==> src/rtl/mul_seq_if.sv <==
// Operand/product streams and multiplier bus signals for mul_seq.
// The master modport is the sequencer's side; slave is the upstream/consumer/multiplier side.
interface mul_seq_if #(
  parameter int SZin = 8
);
  logic              in_valid;
  logic              in_ready;
  logic [SZin-1:0]   in_a;
  logic [SZin-1:0]   in_b;
  logic              out_valid;
  logic              out_ready;
  logic [2*SZin-1:0] out_p;
  logic              m_sel;
  logic              m_wrt;
  logic              m_nres;
  logic              m_addr_b;
  logic [SZin-1:0]   m_wdata;
  logic [2*SZin-1:0] m_rdata;
  logic              m_ready;

  modport master (
    input  in_valid, in_a, in_b, out_ready, m_rdata, m_ready,
    output in_ready, out_valid, out_p, m_sel, m_wrt, m_nres, m_addr_b, m_wdata
  );

  modport slave (
    output in_valid, in_a, in_b, out_ready, m_rdata, m_ready,
    input  in_ready, out_valid, out_p, m_sel, m_wrt, m_nres, m_addr_b, m_wdata
  );
endinterface

==> src/rtl/mul_seq.sv <==
// Operand sequencer for the two's-complement multiplier: write a, write b, read product.
// Optional bus timeout with sticky err is enabled by defining MUL_SEQ_TIMEOUT_EN.
module mul_seq #(
  parameter int SZin = 8,
  parameter int CW   = 8,
  parameter int TMO  = 15
) (
  input  logic          clk,
  input  logic          res,
  mul_seq_if.master     bus,
  output logic [CW-1:0] done_cnt,
  output logic          err
);

  typedef enum logic [2:0] {CLR, IDLE, WR_A, WR_B, RD, RD_CAP, OUT} state_t;

  state_t          state, state_nxt;
  logic [SZin-1:0] b_reg;
  logic            accept, take_out, tmo_fire, tmo_hit;

`ifdef MUL_SEQ_TIMEOUT_EN
  localparam int TW = $clog2(TMO + 1);
  logic [TW-1:0] tmo_cnt;

  // Counts cycles spent waiting in a bus state; cleared whenever the state changes.
  always_ff @(posedge clk) begin
    if (res) begin
      tmo_cnt <= '0;
    end else if (state_nxt != state) begin
      tmo_cnt <= '0;
    end else if (state inside {WR_A, WR_B, RD}) begin
      tmo_cnt <= tmo_cnt + TW'(1);
    end
  end

  assign tmo_hit = (tmo_cnt == TW'(TMO - 1));
`else
  // Without the timeout the bus waits forever; TMO is only kept for a common parameter list.
  assign tmo_hit = (TMO < 0);
`endif

  // m_ready is tested with a plain if so that x/z fall through to "not ready".
  always_comb begin
    state_nxt = state;
    accept    = 1'b0;
    take_out  = 1'b0;
    tmo_fire  = 1'b0;
    case (state)
      CLR:    if (bus.m_sel) state_nxt = IDLE;
      IDLE:   if (bus.in_valid && bus.in_ready) begin
                accept    = 1'b1;
                state_nxt = WR_A;
              end
      WR_A:   if (bus.m_ready) state_nxt = WR_B;
              else if (tmo_hit) begin
                tmo_fire  = 1'b1;
                state_nxt = CLR;
              end
      WR_B:   if (bus.m_ready) state_nxt = RD;
              else if (tmo_hit) begin
                tmo_fire  = 1'b1;
                state_nxt = CLR;
              end
      RD:     if (bus.m_ready) state_nxt = RD_CAP;
              else if (tmo_hit) begin
                tmo_fire  = 1'b1;
                state_nxt = CLR;
              end
      RD_CAP: state_nxt = OUT;
      OUT:    if (bus.out_ready) begin
                take_out  = 1'b1;
                state_nxt = IDLE;
              end
      default: state_nxt = CLR;
    endcase
  end

  // Outputs are registered from the next state, so each holds for the whole state.
  // Coming out of reset CLR first idles one cycle with everything low, then pulses the clear.
  always_ff @(posedge clk) begin
    if (res) begin
      state         <= CLR;
      b_reg         <= '0;
      bus.in_ready  <= 1'b0;
      bus.out_valid <= 1'b0;
      bus.out_p     <= '0;
      bus.m_sel     <= 1'b0;
      bus.m_wrt     <= 1'b0;
      bus.m_nres    <= 1'b0;
      bus.m_addr_b  <= 1'b0;
      bus.m_wdata   <= '0;
      done_cnt      <= '0;
      err           <= 1'b0;
    end else begin
      state         <= state_nxt;
      bus.in_ready  <= (state_nxt == IDLE);
      bus.out_valid <= (state_nxt == OUT);
      bus.m_sel     <= (state_nxt inside {CLR, WR_A, WR_B, RD});
      bus.m_wrt     <= (state_nxt inside {WR_A, WR_B});
      bus.m_nres    <= (state_nxt != CLR);
      if (accept) begin
        b_reg        <= bus.in_b;
        bus.m_addr_b <= 1'b0;
        bus.m_wdata  <= bus.in_a;
      end
      if (state == WR_A && state_nxt == WR_B) begin
        bus.m_addr_b <= 1'b1;
        bus.m_wdata  <= b_reg;
      end
      if (state == RD_CAP) bus.out_p <= bus.m_rdata;
      if (take_out) done_cnt <= done_cnt + CW'(1);
      if (tmo_fire) err <= 1'b1;
    end
  end

endmodule

==> src/flat_wrapper.sv <==
// flat-port wrapper written by rule: the top's interface ports become plain ports
module mul_seq_flat 
#(
  parameter int SZin = 8,
  parameter int CW   = 8,
  parameter int TMO  = 15
)
  (clk, res, done_cnt, err, bus_in_valid, bus_in_a, bus_in_b, bus_out_ready, bus_m_rdata, bus_m_ready, bus_in_ready, bus_out_valid, bus_out_p, bus_m_sel, bus_m_wrt, bus_m_nres, bus_m_addr_b, bus_m_wdata);
  mul_seq_if #(.SZin(SZin)) bus_i ();
  input  logic clk;
  input  logic res;
  output logic [CW-1:0] done_cnt;
  output logic err;
  input wire logic [$bits(bus_i.in_valid)-1:0] bus_in_valid;
  input wire logic [$bits(bus_i.in_a)-1:0] bus_in_a;
  input wire logic [$bits(bus_i.in_b)-1:0] bus_in_b;
  input wire logic [$bits(bus_i.out_ready)-1:0] bus_out_ready;
  input wire logic [$bits(bus_i.m_rdata)-1:0] bus_m_rdata;
  input wire logic [$bits(bus_i.m_ready)-1:0] bus_m_ready;
  output wire logic [$bits(bus_i.in_ready)-1:0] bus_in_ready;
  output wire logic [$bits(bus_i.out_valid)-1:0] bus_out_valid;
  output wire logic [$bits(bus_i.out_p)-1:0] bus_out_p;
  output wire logic [$bits(bus_i.m_sel)-1:0] bus_m_sel;
  output wire logic [$bits(bus_i.m_wrt)-1:0] bus_m_wrt;
  output wire logic [$bits(bus_i.m_nres)-1:0] bus_m_nres;
  output wire logic [$bits(bus_i.m_addr_b)-1:0] bus_m_addr_b;
  output wire logic [$bits(bus_i.m_wdata)-1:0] bus_m_wdata;
  assign bus_i.in_valid = bus_in_valid;
  assign bus_i.in_a = bus_in_a;
  assign bus_i.in_b = bus_in_b;
  assign bus_i.out_ready = bus_out_ready;
  assign bus_i.m_rdata = bus_m_rdata;
  assign bus_i.m_ready = bus_m_ready;
  assign bus_in_ready = bus_i.in_ready;
  assign bus_out_valid = bus_i.out_valid;
  assign bus_out_p = bus_i.out_p;
  assign bus_m_sel = bus_i.m_sel;
  assign bus_m_wrt = bus_i.m_wrt;
  assign bus_m_nres = bus_i.m_nres;
  assign bus_m_addr_b = bus_i.m_addr_b;
  assign bus_m_wdata = bus_i.m_wdata;
  mul_seq #(.SZin(SZin), .CW(CW), .TMO(TMO)) u_core (.clk(clk), .res(res), .bus(bus_i), .done_cnt(done_cnt), .err(err));
endmodule
==> config.mk <==
export PLATFORM = sky130hd
export DESIGN_NAME = mul_seq_flat
export DESIGN_NICKNAME = d
export VERILOG_FILES = /design/src/rtl/mul_seq_if.sv /design/src/rtl/mul_seq.sv /design/src/flat_wrapper.sv
export SDC_FILE = /design/constraint.sdc
export NUM_CORES = 1
export LEC_CHECK = 0
export ABC_AREA = 1
export BUFFER_PORTS_ARGS = -buffer_cell sky130_fd_sc_hd__buf_4
export CORE_ASPECT_RATIO = 0.9
export CORE_MARGIN = 1
export CORE_UTILIZATION = 48
export CTS_CLUSTER_DIAMETER = 120
export DETAILED_ROUTE_END_ITERATION = 6
export PLACE_DENSITY = 0.78
export SYNTH_ARGS = -nofsm -noshare
export SYNTH_HDL_FRONTEND = slang
export SYNTH_SLANG_ARGS = --single-unit
==> constraint.sdc <==
create_clock -name clk -period 1.9 [get_ports clk]
set_clock_uncertainty 0.1 [all_clocks]
set_input_delay 0.095 -clock clk [delete_from_list [all_inputs] [get_ports clk]]
set_output_delay 0.095 -clock clk [all_outputs]
set_load 0.01 [all_outputs]
## Word level (Yosys, flattened, before mapping)

Cells that the tools add are included.

- Equal/unequal tests: 11
- $add $sub $neg: 1
- Reduce and logical (&&, ||, !) cells: 8
- Muxes and demuxes: 15

Operators by type and width:

| kind | count |
|---|---|
| 3-bit case mux with 7 select lines | 1 |
| 3-bit two-way mux | 6 |
| 8-bit two-way mux | 2 |
| 3-bit equality test (second input constant) | 5 |
| 3-bit by 2-bit equality test with 1-bit output (second input constant) | 4 |
| 8-bit by 1-bit adder with 8-bit output (second input constant) | 1 |
| 3-bit by 1-bit equality test with 1-bit output (second input constant) | 2 |
| 3-bit logical NOT | 2 |
| 1-bit two-way mux | 6 |
| 2-bit nonzero test | 2 |
| 4-bit nonzero test | 1 |
| 3-bit nonzero test | 1 |
| 1-bit logical AND | 2 |

- Input bits: 37
- Word-level logic and storage cells: 46
- Output and inout bits: 39
- Register bits: 49

## Longest topological paths before layout

Gate-level depths: netlist of the first run.

- Word-level depth: 6
- Gate-level depth with buffers: 8
- Gate-level depth less buffers: 8

## Least setup slack after synthesis of the first run

OpenSTA, ideal clock, no wires.

- Path type: register -> register
- From: register u_core.state[0]
- To: register u_core.b_reg[0]
- Buffers on the path: 2
- Period minus slack after synthesis: 1353 ps
- Arrival: 1140 ps
- Cell stages (with the launch flop): 8
- Setup slack: 547 ps
- Required time: 1687 ps
- Setup time: 113 ps
- Cells stage by stage: dfxtp_1 inv_2 nor2_8 nand3_2 buf_6 buf_6 o21ai_1 nor2_1

- Word-level cells in the longest chain between the ends: 2

Ends and longest elaborated chain:

| element | RTL line | RTL |
|---|---|---|
| start, declared | mul_seq.sv:17 | `state_t state, state_nxt;` |
| start signal, assigned | mul_seq.sv:95 | `state <= state_nxt;` |
| 3-bit by 1-bit equality test with 1-bit output | mul_seq.sv:48 | `case (state)` |
| 1-bit two-way mux | mul_seq.sv:48 |  |
| end signal, assigned | mul_seq.sv:102 | `b_reg <= bus.in_b;` |
| end, declared | mul_seq.sv:18 | `logic [SZin-1:0] b_reg;` |

No other way between the ends.
A chain may end at the register's enable or synchronous reset.

## Worst setup path after layout of the first run

- From: register u_core.state[0]
- To: register u_core.bus.m_wdata[6]

- Word-level cells in the longest chain between the ends: 5
- Elaborated cells on any way between the ends: 19
- Those cells by class: 7 x eq/ne; 9 x mux; 3 x reduce/logical

Ends and longest elaborated chain:

| element | RTL line | RTL |
|---|---|---|
| 3-bit equality test, or another cell as far along | mul_seq.sv:48 |  |
| 3-bit case mux with 7 select lines | mul_seq.sv:48 |  |
| 3-bit by 2-bit equality test with 1-bit output | mul_seq.sv:106 | `if (state == WR_A && state_nxt == WR_B) begin` |
| 1-bit logical AND | mul_seq.sv:106 |  |
| 8-bit two-way mux / 2-bit nonzero test (equally long branches) | n/a |  |
| end signal, assigned | mul_seq.sv:104 | `bus.m_wdata <= bus.in_a;` |
| end signal, assigned | mul_seq.sv:108 | `bus.m_wdata <= b_reg;` |
| end, declared | mul_seq_if.sv:23 | `output in_ready, out_valid, out_p, m_sel, m_wrt, m_nres, m_addr_b, m_wdata` |

Parallel ways exist; a longest one is shown, timed or not.

==> metrics.txt, run 1 <==
# TYPE chip_impl_metric gauge
chip_impl_info{name="outcome",value="complete, but fails checks"} 1
chip_impl_info{name="violations",value="design-rule violations"} 1
chip_impl_metric{name="min_path_cells",unit=""} 4
chip_impl_metric{name="diodes",unit=""} 0
chip_impl_metric{name="total_leakage_power",unit="nW"} 1.38
chip_impl_metric{name="preCtsSetupSlack",unit="ns"} 0.360
chip_impl_metric{name="synth_simple_gate_area_share",unit="%"} 30.9
chip_impl_metric{name="design.core.area",unit="um2"} 4100
chip_impl_metric{name="ys_ff_latch",unit=""} 49
chip_impl_metric{name="synthesis.instances",unit=""} 275
chip_impl_metric{name="reg2reg_depth",unit=""} 6
chip_impl_metric{name="syn2layout_area_growth",unit="%"} 47.7
chip_impl_metric{name="cts_setup_buffers",unit=""} 0
chip_impl_metric{name="area_fraction_in_compound_gates_after_synthesis",unit="%"} 11.9
chip_impl_info{name="criticalPathCategory",value="reg2reg"} 1
chip_impl_metric{name="antenna_found_initial",unit=""} 0
chip_impl_metric{name="slowest_delay",unit="ns"} 0.44
chip_impl_metric{name="register_area_share_after_synthesis",unit="%"} 47.8
chip_impl_metric{name="dr_iter_0_viols",unit=""} 152
chip_impl_info{name="cp_top_family",value="flip-flops"} 1
chip_impl_metric{name="post_route_non_filler_standard_cell_count",unit=""} 430
chip_impl_metric{name="yosys.area_share.xor_xnor",unit="%"} 0.427
chip_impl_metric{name="dpl-instance-area",unit="um2"} 2630
chip_impl_metric{name="via_count",unit=""} 2174
chip_impl_metric{name="vias_in_the_first_global_route",unit=""} 1993
chip_impl_metric{name="via_density_per_instance",unit=""} 5.06
chip_impl_metric{name="ys_types",unit=""} 27
chip_impl_info{name="worst_r2r_dst",value="u_core.bus.m_wdata[6]"} 1
chip_impl_info{name="worst_path_max_delay_cell",value="dfxtp_1"} 1
chip_impl_info{name="hold_wc_path_type",value="in2reg"} 1
chip_impl_metric{name="globalplace.congestion",unit=""} 0.825
chip_impl_info{name="crit_path_start",value="u_core.state[0]"} 1
chip_impl_info{name="end_kind",value="register"} 1
chip_impl_metric{name="1st_pass_router_iterations",unit=""} 6
chip_impl_metric{name="finalSetupTns",unit="ns"} 0
chip_impl_metric{name="clock_path_buffers",unit=""} 2
chip_impl_metric{name="worst-endpoint-arrival",unit="ns"} 1.72
chip_impl_info{name="critical_path_cell_by_cell",value="inv_2 > nor2_8 > nand3_2 > clkinv_2 > nand2_1 > a31oi_1"} 1
chip_impl_info{name="crit-reg2reg-launch",value="u_core.state[0]"} 1
chip_impl_metric{name="finalWorstPathRequiredPeriod",unit="ns"} 1.61
chip_impl_metric{name="final_layout_size_suffix_gt1_share",unit="%"} 24.3
chip_impl_metric{name="nets_finish",unit=""} 419
chip_impl_info{name="post_synth_main_area_contributors",value="dfxtp_1 (48%), nand2_1 (11%), nand3_1 (9.5%), a21oi_1 (5.9%), nor2_1 (5.9%)"} 1
chip_impl_metric{name="finalCritPeriodShare",unit="%"} 84.5
chip_impl_info{name="grt_setup_unrepaired",value="no"} 1
chip_impl_metric{name="drtAntennaViolNets",unit=""} 0
chip_impl_metric{name="clock_latency",unit="ns"} 0.30
chip_impl_metric{name="ys.warnings.count",unit=""} 0
chip_impl_metric{name="initial_utilization",unit="%"} 50.0
chip_impl_metric{name="power_density",unit="nW/um2"} 746
chip_impl_metric{name="design.portCount",unit=""} 76
chip_impl_metric{name="dieArea",unit="um2"} 4540
chip_impl_metric{name="ys_async_sr_fraction",unit="%"} 0
chip_impl_metric{name="remaining_drc_errors",unit=""} 8
chip_impl_info{name="worst_hold_startpoint",value="bus_out_ready"} 1
chip_impl_metric{name="crit_fanout",unit=""} 16
chip_impl_info{name="yosys.area.top_type",value="dfxtp_1"} 1
chip_impl_metric{name="numPortBuffers",unit=""} 74
chip_impl_info{name="setup.worst_path.start_class",value="register"} 1
chip_impl_info{name="top_register_by_number_of_flip_flops",value="u_core.bus.out_p"} 1
chip_impl_info{name="min_to",value="u_core.bus.out_valid"} 1
chip_impl_metric{name="clk_pin_slew_worst_paths",unit="ns"} 0.08
chip_impl_metric{name="grt_start_max_net_pins",unit=""} 32
chip_impl_metric{name="synth_adder_area_share",unit="%"} 0.610
chip_impl_metric{name="row_count",unit=""} 22
chip_impl_metric{name="layout_cell_area_excl_fill",unit="um2"} 3030
chip_impl_metric{name="postRouteWirelength",unit="mm"} 5.45
chip_impl_metric{name="synthDominantCellAreaShare",unit="%"} 47.8
chip_impl_metric{name="die_x",unit="um"} 70.9
chip_impl_metric{name="critical_path_buf_inv_count",unit=""} 2
chip_impl_metric{name="synth.area.mux_share",unit="%"} 0
chip_impl_info{name="synth_top_family_by_area",value="simple AND/OR/NAND/NOR gates"} 1
chip_impl_metric{name="synth_enable_flop_cells",unit=""} 0
chip_impl_metric{name="numCtsBuffers",unit=""} 5
chip_impl_info{name="tritoncts",value="done"} 1
chip_impl_metric{name="r2r_slack",unit="ns"} 0.29
chip_impl_metric{name="timing.max_cap.violations",unit=""} 0
chip_impl_metric{name="routedWlPerCell",unit="um"} 12.7
chip_impl_metric{name="setup_slack",unit="ns"} 0.295
chip_impl_metric{name="cts_sinks",unit=""} 49
chip_impl_metric{name="layout.core_utilization",unit="%"} 73.9
chip_impl_metric{name="global_route_wire_length_before_repair",unit="mm"} 8.99
chip_impl_metric{name="dp.final_hpwl",unit="mm"} 3.47
chip_impl_metric{name="finalMaxSlewViolations",unit=""} 0
chip_impl_metric{name="timing_hold_violations_final",unit=""} 0
chip_impl_metric{name="overflow",unit=""} 0
chip_impl_metric{name="setup_viol",unit=""} 0
chip_impl_metric{name="vdd_drop_max",unit="uV"} 496
chip_impl_metric{name="die_h",unit="um"} 64.0
chip_impl_metric{name="h-tree-depth",unit=""} 2
chip_impl_metric{name="syn-mean-instance-area",unit="um2"} 7.46
chip_impl_metric{name="maxClockFrequency",unit="MHz"} 623
chip_impl_metric{name="critical_path_required",unit="ns"} 2.02
chip_impl_metric{name="placed_cells",unit=""} 390
chip_impl_metric{name="largest_register_ff_count",unit=""} 16
chip_impl_metric{name="mappedNetlistNets",unit=""} 313
chip_impl_info{name="synth_flop_cell",value="dfxtp_1"} 1
chip_impl_metric{name="global_route.usage.total",unit="%"} 25.8
chip_impl_info{name="clock_tree_root",value="clkbuf_8"} 1
chip_impl_metric{name="synth_area",unit="um2"} 2050
chip_impl_metric{name="path_depth",unit=""} 6
synth_stat cells, types with 3 or more instances:
cell and instances:
nand2_1 60, dfxtp_1 49, nand3_1 39, nor2_1 32
a21oi_1 24, inv_1 18, a31oi_1 9, o21ai_1 8
buf_2 5, clkbuf_1 4, nand4_1 4, o21ai_0 4
buf_6 3
logic make-up after synthesis:
logic type	count (synthesis)
AO/OA/AOI/OAI	46
XOR/XNOR	1
adder cells (fa/ha/maj)	1
buffers and inverters	35
flip-flops	49
other	1
AND/OR/NAND/NOR	142
metrics by stage:
stage	hold WS (ns)	power (W)
final	0.0712	0.00226
after CTS	0.0691	0.00227
after detailed placement	0.237	0.00164
after global placement	0.230	0.00164
after floorplan	0.141	0.00146
after global routing	0.0758	0.00239
final cells by class:
| class | count | area [um2] |
|---|---|---|
| fillers | 316 | 1070 |
| flip-flops and latches | 49 | 981 |
| repair buffers | 113 | 928 |
| multi-input cells | 191 | 902 |
| clock buffers | 8 | 80.1 |
| inverters | 21 | 80.1 |
| well taps | 48 | 60.1 |
timing repair:
item / CTS / global route
hold buffers: 32 / 0
hold endpoints to repair: 32 / 0
gates resized for setup: 0 / 0
placed cells by master, fill, tap and decap left out, types with 2 or more instances in the layout:
| cell type | n |
|---|---|
| dlygate4sd3_1 | 32 |
| inv_2 | 2 |
| dfxtp_1 | 49 |
| a31oi_1 | 9 |
| nand4_1 | 4 |
| nand3_1 | 39 |
| inv_1 | 18 |
| buf_4 | 81 |
| o21ai_0 | 4 |
| a21oi_1 | 24 |
| clkbuf_1 | 3 |
| clkbuf_8 | 5 |
| o21ai_1 | 8 |
| nand2_1 | 60 |
| nor2_1 | 32 |
power breakdown:
part,switching (W),internal (W)
sequential,0.0000490,0.00109
combinational,0.000287,0.000248
clock,0.000321,0.000262
total,0.000657,0.00160
worst max-delay path by stage:
stage,end
final,u_core.bus.m_wdata[6]
after global routing,u_core.bus.m_wdata[6]
after CTS,u_core.done_cnt[5]
after detailed placement,u_core.done_cnt[5]
after global placement,u_core.done_cnt[5]
after floorplan,u_core.b_reg[0]
worst min-delay path, cell delays in order:
cell and delay, ns:
buf_4 0.09, inv_1 0.04, nand4_1 0.11, a21oi_1 0.08
routing by layer:
| layer | global-route usage, % | vias to the layer above | wire length [um] |
|---|---|---|---|
| met4 | 10.0 | 0 | 93 |
| met5 | 0 | - | 0 |
| met2 | 44.5 | 57 | 2770 |
| met1 | 30.6 | 991 | 2310 |
| li1 | - | 1118 | - |
| met3 | 6.78 | 8 | 274 |
Note: power is estimated with default switching activity, not from simulation.
==> run 2: changes to the inputs <==
Settings changed: CORE_UTILIZATION 48 to 44, PLACE_DENSITY 0.78 to 0.75.
Clock period 1.9 ns to 1.45 ns, I/O delays scaled along.
==> run 2 against run 1 <==
Effect of this change: the flow now finishes without violations; global-route usage down 3.5 points; critical path depth is the same; non-clock buffer count rose by 6; combinational power grew 41%; clock-buffer cell count fell by 1; clock power up 73%; sequential power rose by 30%; core utilization shrank 3.4 points; worst setup slack got worse by 0.25 ns; fmax is 15% higher; sequential share of layout area decreased by 1.1 points; critical endpoint is now u_core.b_reg[2]; largest cell class is now non-clock buffers.
==> metrics.txt, run 2 (synthesized netlist as in run 1, its figures left out) <==
# TYPE chip_impl_metric gauge
chip_impl_metric{name="row_count",unit=""} 23
chip_impl_metric{name="global_route.usage.total",unit="%"} 22.3
chip_impl_info{name="grt_setup_unrepaired",value="yes"} 1
chip_impl_metric{name="clock_path_buffers",unit=""} 2
chip_impl_metric{name="diodes",unit=""} 0
chip_impl_info{name="worst_path_max_delay_cell",value="dfxtp_1"} 1
chip_impl_metric{name="r2r_slack",unit="ns"} 0.05
chip_impl_info{name="criticalPathCategory",value="reg2reg"} 1
chip_impl_info{name="outcome",value="complete, no violations"} 1
chip_impl_metric{name="die_h",unit="um"} 66.8
chip_impl_metric{name="die_x",unit="um"} 74.0
chip_impl_metric{name="setup_viol",unit=""} 0
chip_impl_metric{name="vdd_drop_max",unit="uV"} 736
chip_impl_metric{name="multi_input_area",unit="um2"} 902
chip_impl_info{name="end_kind",value="register"} 1
chip_impl_metric{name="1st_pass_router_iterations",unit=""} 4
chip_impl_metric{name="design.portCount",unit=""} 76
chip_impl_metric{name="global_route_wire_length_before_repair",unit="mm"} 8.35
chip_impl_metric{name="initial_utilization",unit="%"} 46.0
chip_impl_info{name="clock_tree_root",value="clkbuf_8"} 1
chip_impl_metric{name="finalMaxSlewViolations",unit=""} 0
chip_impl_metric{name="power_density",unit="nW/um2"} 1030
chip_impl_info{name="crit_path_start",value="u_core.state[1]"} 1
chip_impl_metric{name="largest_register_ff_count",unit=""} 16
chip_impl_metric{name="globalplace.congestion",unit=""} 0.840
chip_impl_metric{name="design.core.area",unit="um2"} 4460
chip_impl_metric{name="drtAntennaViolNets",unit=""} 0
chip_impl_metric{name="worst-endpoint-arrival",unit="ns"} 1.50
chip_impl_metric{name="total_leakage_power",unit="nW"} 1.43
chip_impl_metric{name="crit_fanout",unit=""} 14
chip_impl_metric{name="worst_hold_slack",unit="ns"} 0.0340
chip_impl_metric{name="routedWlPerCell",unit="um"} 12.3
chip_impl_metric{name="pwr-share-comb",unit="%"} 23.3
chip_impl_metric{name="clk_pin_slew_worst_paths",unit="ns"} 0.10
chip_impl_info{name="crit-reg2reg-launch",value="u_core.state[1]"} 1
chip_impl_info{name="tritoncts",value="done"} 1
chip_impl_metric{name="n_fill_cell",unit=""} 351
chip_impl_metric{name="sequential_cell_area",unit="um2"} 982
chip_impl_metric{name="nets_finish",unit=""} 425
chip_impl_metric{name="critical_path_required",unit="ns"} 1.55
chip_impl_metric{name="h-tree-depth",unit=""} 2
chip_impl_metric{name="vias_in_the_first_global_route",unit=""} 1840
chip_impl_info{name="layout_commonest_cell",value="buf_4"} 1
chip_impl_metric{name="maxClockFrequency",unit="MHz"} 714
chip_impl_metric{name="final_layout_size_suffix_gt1_share",unit="%"} 26.5
chip_impl_metric{name="dieArea",unit="um2"} 4940
chip_impl_metric{name="syn2layout_area_growth",unit="%"} 53.3
chip_impl_metric{name="timing_hold_violations_final",unit=""} 0
chip_impl_metric{name="numPortBuffers",unit=""} 74
chip_impl_metric{name="antenna_found_initial",unit=""} 0
chip_impl_metric{name="timing.max_cap.violations",unit=""} 0
chip_impl_info{name="layout.cells.most_common_list",value="buf_4 (86), nand2_1 (60), dfxtp_1 (48)"} 1
chip_impl_metric{name="switching_share_of_total_power",unit="%"} 27.7
chip_impl_metric{name="p_clk_share",unit="%"} 31.1
chip_impl_metric{name="slowest_delay",unit="ns"} 0.34
chip_impl_metric{name="dr_iter_0_viols",unit=""} 125
chip_impl_metric{name="numCtsBuffers",unit=""} 5
chip_impl_metric{name="dp.final_hpwl",unit="mm"} 3.51
chip_impl_metric{name="via_density_per_instance",unit=""} 4.84
chip_impl_metric{name="finalCritPeriodShare",unit="%"} 96.6
chip_impl_metric{name="finalWorstPathRequiredPeriod",unit="ns"} 1.40
chip_impl_metric{name="overflow",unit=""} 0
chip_impl_info{name="setup.worst_path.start_class",value="register"} 1
chip_impl_info{name="hold_wc_path_type",value="in2reg"} 1
chip_impl_metric{name="total_power",unit="W"} 0.00325
chip_impl_metric{name="grt_start_max_net_pins",unit=""} 32
chip_impl_metric{name="clock_latency",unit="ns"} 0.30
chip_impl_metric{name="cts_sinks",unit=""} 49
chip_impl_metric{name="remaining_drc_errors",unit=""} 0
chip_impl_metric{name="pwr-share-seq",unit="%"} 45.7
chip_impl_metric{name="postRouteWirelength",unit="mm"} 5.54
chip_impl_metric{name="via_count",unit=""} 2180
chip_impl_info{name="top_register_by_number_of_flip_flops",value="u_core.bus.out_p"} 1
chip_impl_info{name="worst_hold_startpoint",value="bus_out_ready"} 1
chip_impl_metric{name="netSwitchingPower",unit="W"} 0.000900
chip_impl_metric{name="int_pwr",unit="W"} 0.00235
chip_impl_info{name="critical_path_cell_by_cell",value="buf_12 > nor2_8 > nand3_2 > buf_4 > o21ai_1 > nor2_1"} 1
run 2: changes by cell type in the layout (fill, tap and decap cells not counted), sizes merged:
cell / change
clkbuf: -1
inv: +1
bufinv: +1
clkinv: -1
buf: +6
run 2: per-layer routing:
layer | vias up | track usage, % | routed length, um
met5 | - | 0 | 0
met3 | 9 | 3.93 | 229
li1 | 1132 | - | -
met2 | 55 | 35.8 | 2730
met4 | 0 | 7.93 | 93
met1 | 984 | 29.8 | 2480
run 2: final cells by class:
type | instances | share of cell area [%]
flip-flops and latches | 49 | 31.2
repair buffers | 119 | 31.3
inverters | 21 | 2.59
multi-input cells | 191 | 28.7
clock inverters | 1 | 0.955
well taps | 62 | 2.47
clock buffers | 7 | 2.74
run 2: path summary, 6_finish.rpt:
kind,endpoint,depth (start not counted)
max,u_core.b_reg[2],6
min reg2reg,u_core.bus.out_p[14],2
min,u_core.bus.out_valid,4
max reg2reg,u_core.b_reg[2],6
run 2: per-stage QoR:
step | std cells | util [%] | setup slack (ns) | TNS [ns] | area [um2]
floorplan | 275 | - | 0.0968 | 0 | 2050
global placement | 410 | 60.7 | 0.108 | 0 | 2710
detailed placement | 410 | 60.7 | 0.0857 | 0 | 2710
CTS | 450 | 70.5 | 0.0631 | 0 | 3140
global route | 450 | 70.5 | -0.0229 | -0.0629 | 3150
finish | 450 | 70.5 | 0.0489 | 0 | 3150
run 2: timing repair:
action,in CTS,in global routing
endpoints found under the hold margin,32,0
hold buffers,32,0
setup endpoints to repair,0,11
setup buffers,0,0
gates resized for setup,0,4
run 2: power by group through the flow:
stage,logic (W),clock network (W),registers [W]
after floorplan,0.000375,0,0.00154
after detailed placement,0.000670,0,0.00151
after global placement,0.000664,0,0.00151
after CTS,0.000741,0.00102,0.00148
after global routing,0.000836,0.00108,0.00149
final,0.000756,0.00101,0.00148
run 2: critical path, delay by kind of cell (launching register included):
kind                   cells  cell delay, ns
DFF                        1            0.34
buffers and inverters      2            0.39
AOI/OAI and AO/OA          1            0.13
and+or+nand+nor            3            0.33
==> run 3: changes to the inputs <==
Settings changed: ABC_AREA 1 to 0, CORE_UTILIZATION 44 to 43, CTS_CLUSTER_DIAMETER 120 to 80.
==> run 3 against run 2 <==
Effect of this change: the run now ends with negative setup slack left; clock-buffer cell count decreased by 2; critical path type unchanged; total power is 4.8% higher; clock power up 12%; non-clock buffer count grew 9; die area shrank 4.7%.
==> metrics.txt, run 3 <==
# TYPE chip_impl_metric gauge
chip_impl_metric{name="timing.max_cap.violations",unit=""} 0
chip_impl_metric{name="clk_pin_slew_worst_paths",unit="ns"} 0.09
chip_impl_metric{name="dp.final_hpwl",unit="mm"} 3.03
chip_impl_metric{name="initial_utilization",unit="%"} 45.9
chip_impl_info{name="top_register_by_number_of_flip_flops",value="u_core.bus.out_p"} 1
chip_impl_info{name="criticalPathCategory",value="reg2reg"} 1
chip_impl_info{name="crit_path_start",value="u_core.state[0]"} 1
chip_impl_metric{name="critical_path_buf_inv_count",unit=""} 2
chip_impl_metric{name="clock_latency",unit="ns"} 0.30
chip_impl_info{name="layout_commonest_cell",value="buf_4"} 1
chip_impl_info{name="cp_top_family",value="compound AO/OA/AOI/OAI gates"} 1
chip_impl_metric{name="critical_path_required",unit="ns"} 1.55
chip_impl_metric{name="via_count",unit=""} 2008
chip_impl_metric{name="synth_enable_flop_cells",unit=""} 0
chip_impl_metric{name="n_fill_cell",unit=""} 295
chip_impl_metric{name="register_area_share_after_synthesis",unit="%"} 51.4
chip_impl_metric{name="1st_pass_router_iterations",unit=""} 4
chip_impl_metric{name="design.portCount",unit=""} 76
chip_impl_info{name="worst_hold_startpoint",value="res"} 1
chip_impl_metric{name="slowest_delay",unit="ns"} 0.37
chip_impl_metric{name="ys_types",unit=""} 33
chip_impl_metric{name="dr_iter_0_viols",unit=""} 99
chip_impl_metric{name="routedWlPerCell",unit="um"} 12.9
chip_impl_metric{name="setup_viol",unit=""} 20
chip_impl_info{name="critical_path_cell_by_cell",value="buf_6 > buf_4 > and3b_1 > a21oi_1 > o211a_1 > a22o_1"} 1
chip_impl_metric{name="row_count",unit=""} 22
chip_impl_metric{name="finalMaxSlewViolations",unit=""} 0
chip_impl_metric{name="finalCritPeriodShare",unit="%"} 104
chip_impl_metric{name="finalWorstPathRequiredPeriod",unit="ns"} 1.51
chip_impl_metric{name="diodes",unit=""} 0
chip_impl_metric{name="placed_cells",unit=""} 369
chip_impl_metric{name="worst-endpoint-arrival",unit="ns"} 1.62
chip_impl_metric{name="antenna_found_initial",unit=""} 0
chip_impl_metric{name="ys_ff_latch",unit=""} 49
chip_impl_metric{name="numCtsBuffers",unit=""} 5
chip_impl_metric{name="design.core.area",unit="um2"} 4160
chip_impl_metric{name="drtAntennaViolNets",unit=""} 0
chip_impl_info{name="worst_r2r_dst",value="u_core.bus.m_sel"} 1
chip_impl_metric{name="postRouteWirelength",unit="mm"} 5.33
chip_impl_info{name="setup.worst_path.start_class",value="register"} 1
chip_impl_metric{name="mappedNetlistNets",unit=""} 273
chip_impl_info{name="end_kind",value="register"} 1
chip_impl_metric{name="min_path_cells",unit=""} 2
chip_impl_info{name="tritoncts",value="done"} 1
chip_impl_metric{name="reg2reg_depth",unit=""} 6
chip_impl_metric{name="syn2layout_area_growth",unit="%"} 68.3
chip_impl_metric{name="final_layout_size_suffix_gt1_share",unit="%"} 32.4
chip_impl_metric{name="die_x",unit="um"} 72.2
chip_impl_info{name="yosys.area.top_type",value="dfxtp_1"} 1
chip_impl_metric{name="vdd_drop_max",unit="uV"} 817
chip_impl_metric{name="synthesis.instances",unit=""} 235
chip_impl_metric{name="dieArea",unit="um2"} 4710
chip_impl_info{name="crit-reg2reg-launch",value="u_core.state[0]"} 1
chip_impl_metric{name="h-tree-depth",unit=""} 2
chip_impl_metric{name="cts_sinks",unit=""} 49
chip_impl_info{name="layout.cells.most_common_list",value="buf_4 (89), nand2_1 (75), dfxtp_1 (46)"} 1
chip_impl_metric{name="synth_area",unit="um2"} 1910
chip_impl_info{name="outcome",value="complete, but fails checks"} 1
chip_impl_metric{name="global_route_wire_length_before_repair",unit="mm"} 8.44
chip_impl_metric{name="total_leakage_power",unit="nW"} 1.39
chip_impl_metric{name="timing_hold_violations_final",unit=""} 0
chip_impl_info{name="post_synth_main_area_contributors",value="dfxtp_1 (51%), nand2_1 (15%), a21oi_1 (7.1%), nor2_1 (3.7%), a311oi_1 (3.7%)"} 1
chip_impl_metric{name="via_density_per_instance",unit=""} 4.84
chip_impl_metric{name="largest_register_ff_count",unit=""} 16
chip_impl_metric{name="dpl-instance-area",unit="um2"} 2630
chip_impl_metric{name="grt_start_max_net_pins",unit=""} 29
chip_impl_metric{name="ys_async_sr_fraction",unit="%"} 0
chip_impl_info{name="clock_tree_root",value="clkbuf_8"} 1
chip_impl_metric{name="remaining_drc_errors",unit=""} 0
chip_impl_metric{name="r2r_slack",unit="ns"} -0.06
chip_impl_metric{name="setup_slack",unit="ns"} -0.0642
chip_impl_info{name="hold_wc_path_type",value="in2reg"} 1
chip_impl_info{name="violations",value="negative setup slack"} 1
chip_impl_info{name="synth_top_cells_by_count",value="nand2_1 (75), dfxtp_1 (49), a21oi_1 (27)"} 1
chip_impl_metric{name="preCtsSetupSlack",unit="ns"} -0.123
chip_impl_metric{name="post_route_non_filler_standard_cell_count",unit=""} 415
chip_impl_metric{name="syn-mean-instance-area",unit="um2"} 8.12
chip_impl_metric{name="globalplace.congestion",unit=""} 0.765
chip_impl_info{name="grt_setup_unrepaired",value="yes"} 1
chip_impl_metric{name="maxClockFrequency",unit="MHz"} 660
chip_impl_info{name="worst_path_max_delay_cell",value="dfxtp_4"} 1
chip_impl_metric{name="crit_fanout",unit=""} 6
chip_impl_metric{name="ys.warnings.count",unit=""} 0
chip_impl_metric{name="layout_cell_area_excl_fill",unit="um2"} 3210
chip_impl_metric{name="worst_hold_slack",unit="ns"} 0.0216
chip_impl_metric{name="numPortBuffers",unit=""} 74
chip_impl_metric{name="overflow",unit=""} 0
chip_impl_info{name="synth_most_common_cell",value="nand2_1"} 1
chip_impl_metric{name="global_route.usage.total",unit="%"} 22.8
chip_impl_metric{name="synthDominantCellAreaShare",unit="%"} 51.4
chip_impl_metric{name="die_h",unit="um"} 65.2
chip_impl_metric{name="vias_in_the_first_global_route",unit=""} 1992
chip_impl_metric{name="nets_finish",unit=""} 392
chip_impl_info{name="synth_flop_cell",value="dfxtp_1"} 1
chip_impl_metric{name="power_density",unit="nW/um2"} 1060
chip_impl_metric{name="clock_path_buffers",unit=""} 2
chip_impl_info{name="min_to",value="u_core.state[2]"} 1
==> run 3: layer usage <==
metal / up-vias / GRT usage [%] / routed length (um)
met4: 0 / 9.31 / 102
met3: 10 / 5.83 / 321
met1: 909 / 25.6 / 2290
met2: 66 / 41.0 / 2620
li1: 1023 / - / -
met5: - / 0 / 0
==> run 3: timing repair <==
| item | 4_1_cts | 5_1_grt |
|---|---|---|
| gates resized for setup | 13 | 10 |
| setup endpoints to repair | 41 | 30 |
| setup buffers | 4 | 1 |
| gates cloned | 1 | 0 |
| hold buffers | 32 | 0 |
| hold endpoints to repair | 32 | 0 |
| pin swaps | 6 | 5 |
==> run 3: worst max-delay path by stage <==
stage | to | slack, ns | depth (start not counted)
after detailed placement | u_core.done_cnt[7] | -0.12 | 4
after global routing | u_core.bus.m_sel | -0.14 | 6
final | u_core.bus.m_sel | -0.06 | 6
after global placement | u_core.done_cnt[7] | -0.1 | 4
after floorplan | u_core.bus.m_sel | -0.14 | 5
after CTS | u_core.bus.m_sel | -0.07 | 6
==> run 3: cell type report <==
type,count,area [um2],area share [%]
Clock inverter,3,65.1,2.02
Timing Repair Buffer,128,1090,34.0
Multi-Input combinational cell,168,912,28.4
Clock buffer,5,68.8,2.14
Sequential cell,49,992,30.9
Inverter,2,7.51,0.234
Tap cell,60,75.1,2.34
==> run 3: per-stage QoR <==
step	setup TNS [ns]	total power [W]	utilization, %
after global placement	-0.585	0.00211	63.2
after CTS	-0.105	0.00339	75.9
after detailed placement	-1.44	0.00212	63.2
final	-0.452	0.00340	77.3
after floorplan	-0.627	0.00184	-
after global routing	-1.70	0.00357	77.3
==> run 3: cells by family (layout without fill, tap and decap cells) <==
| group | after synthesis | count (layout) | synth area share [%] |
|---|---|---|---|
| AO/OA/AOI/OAI | 43 | 43 | 14.0 |
| XOR/XNOR | 7 | 7 | 3.21 |
| AND/OR/NAND/NOR | 115 | 115 | 25.9 |
| other | 1 | 1 | 0.196 |
| adder cells (fa/ha/maj) | 1 | 1 | 0.655 |
| buffers and inverters | 18 | 138 | 4.13 |
| flip-flops | 49 | 49 | 51.4 |
| multiplexers | 1 | 1 | 0.524 |
==> run 3: where the power goes <==
part,leakage (nW),internal [W],switching (W)
combinational,0.924,0.000442,0.000312
sequential,0.398,0.00145,0.0000726
clock,0.0681,0.000685,0.000446
total,1.39,0.00257,0.000831
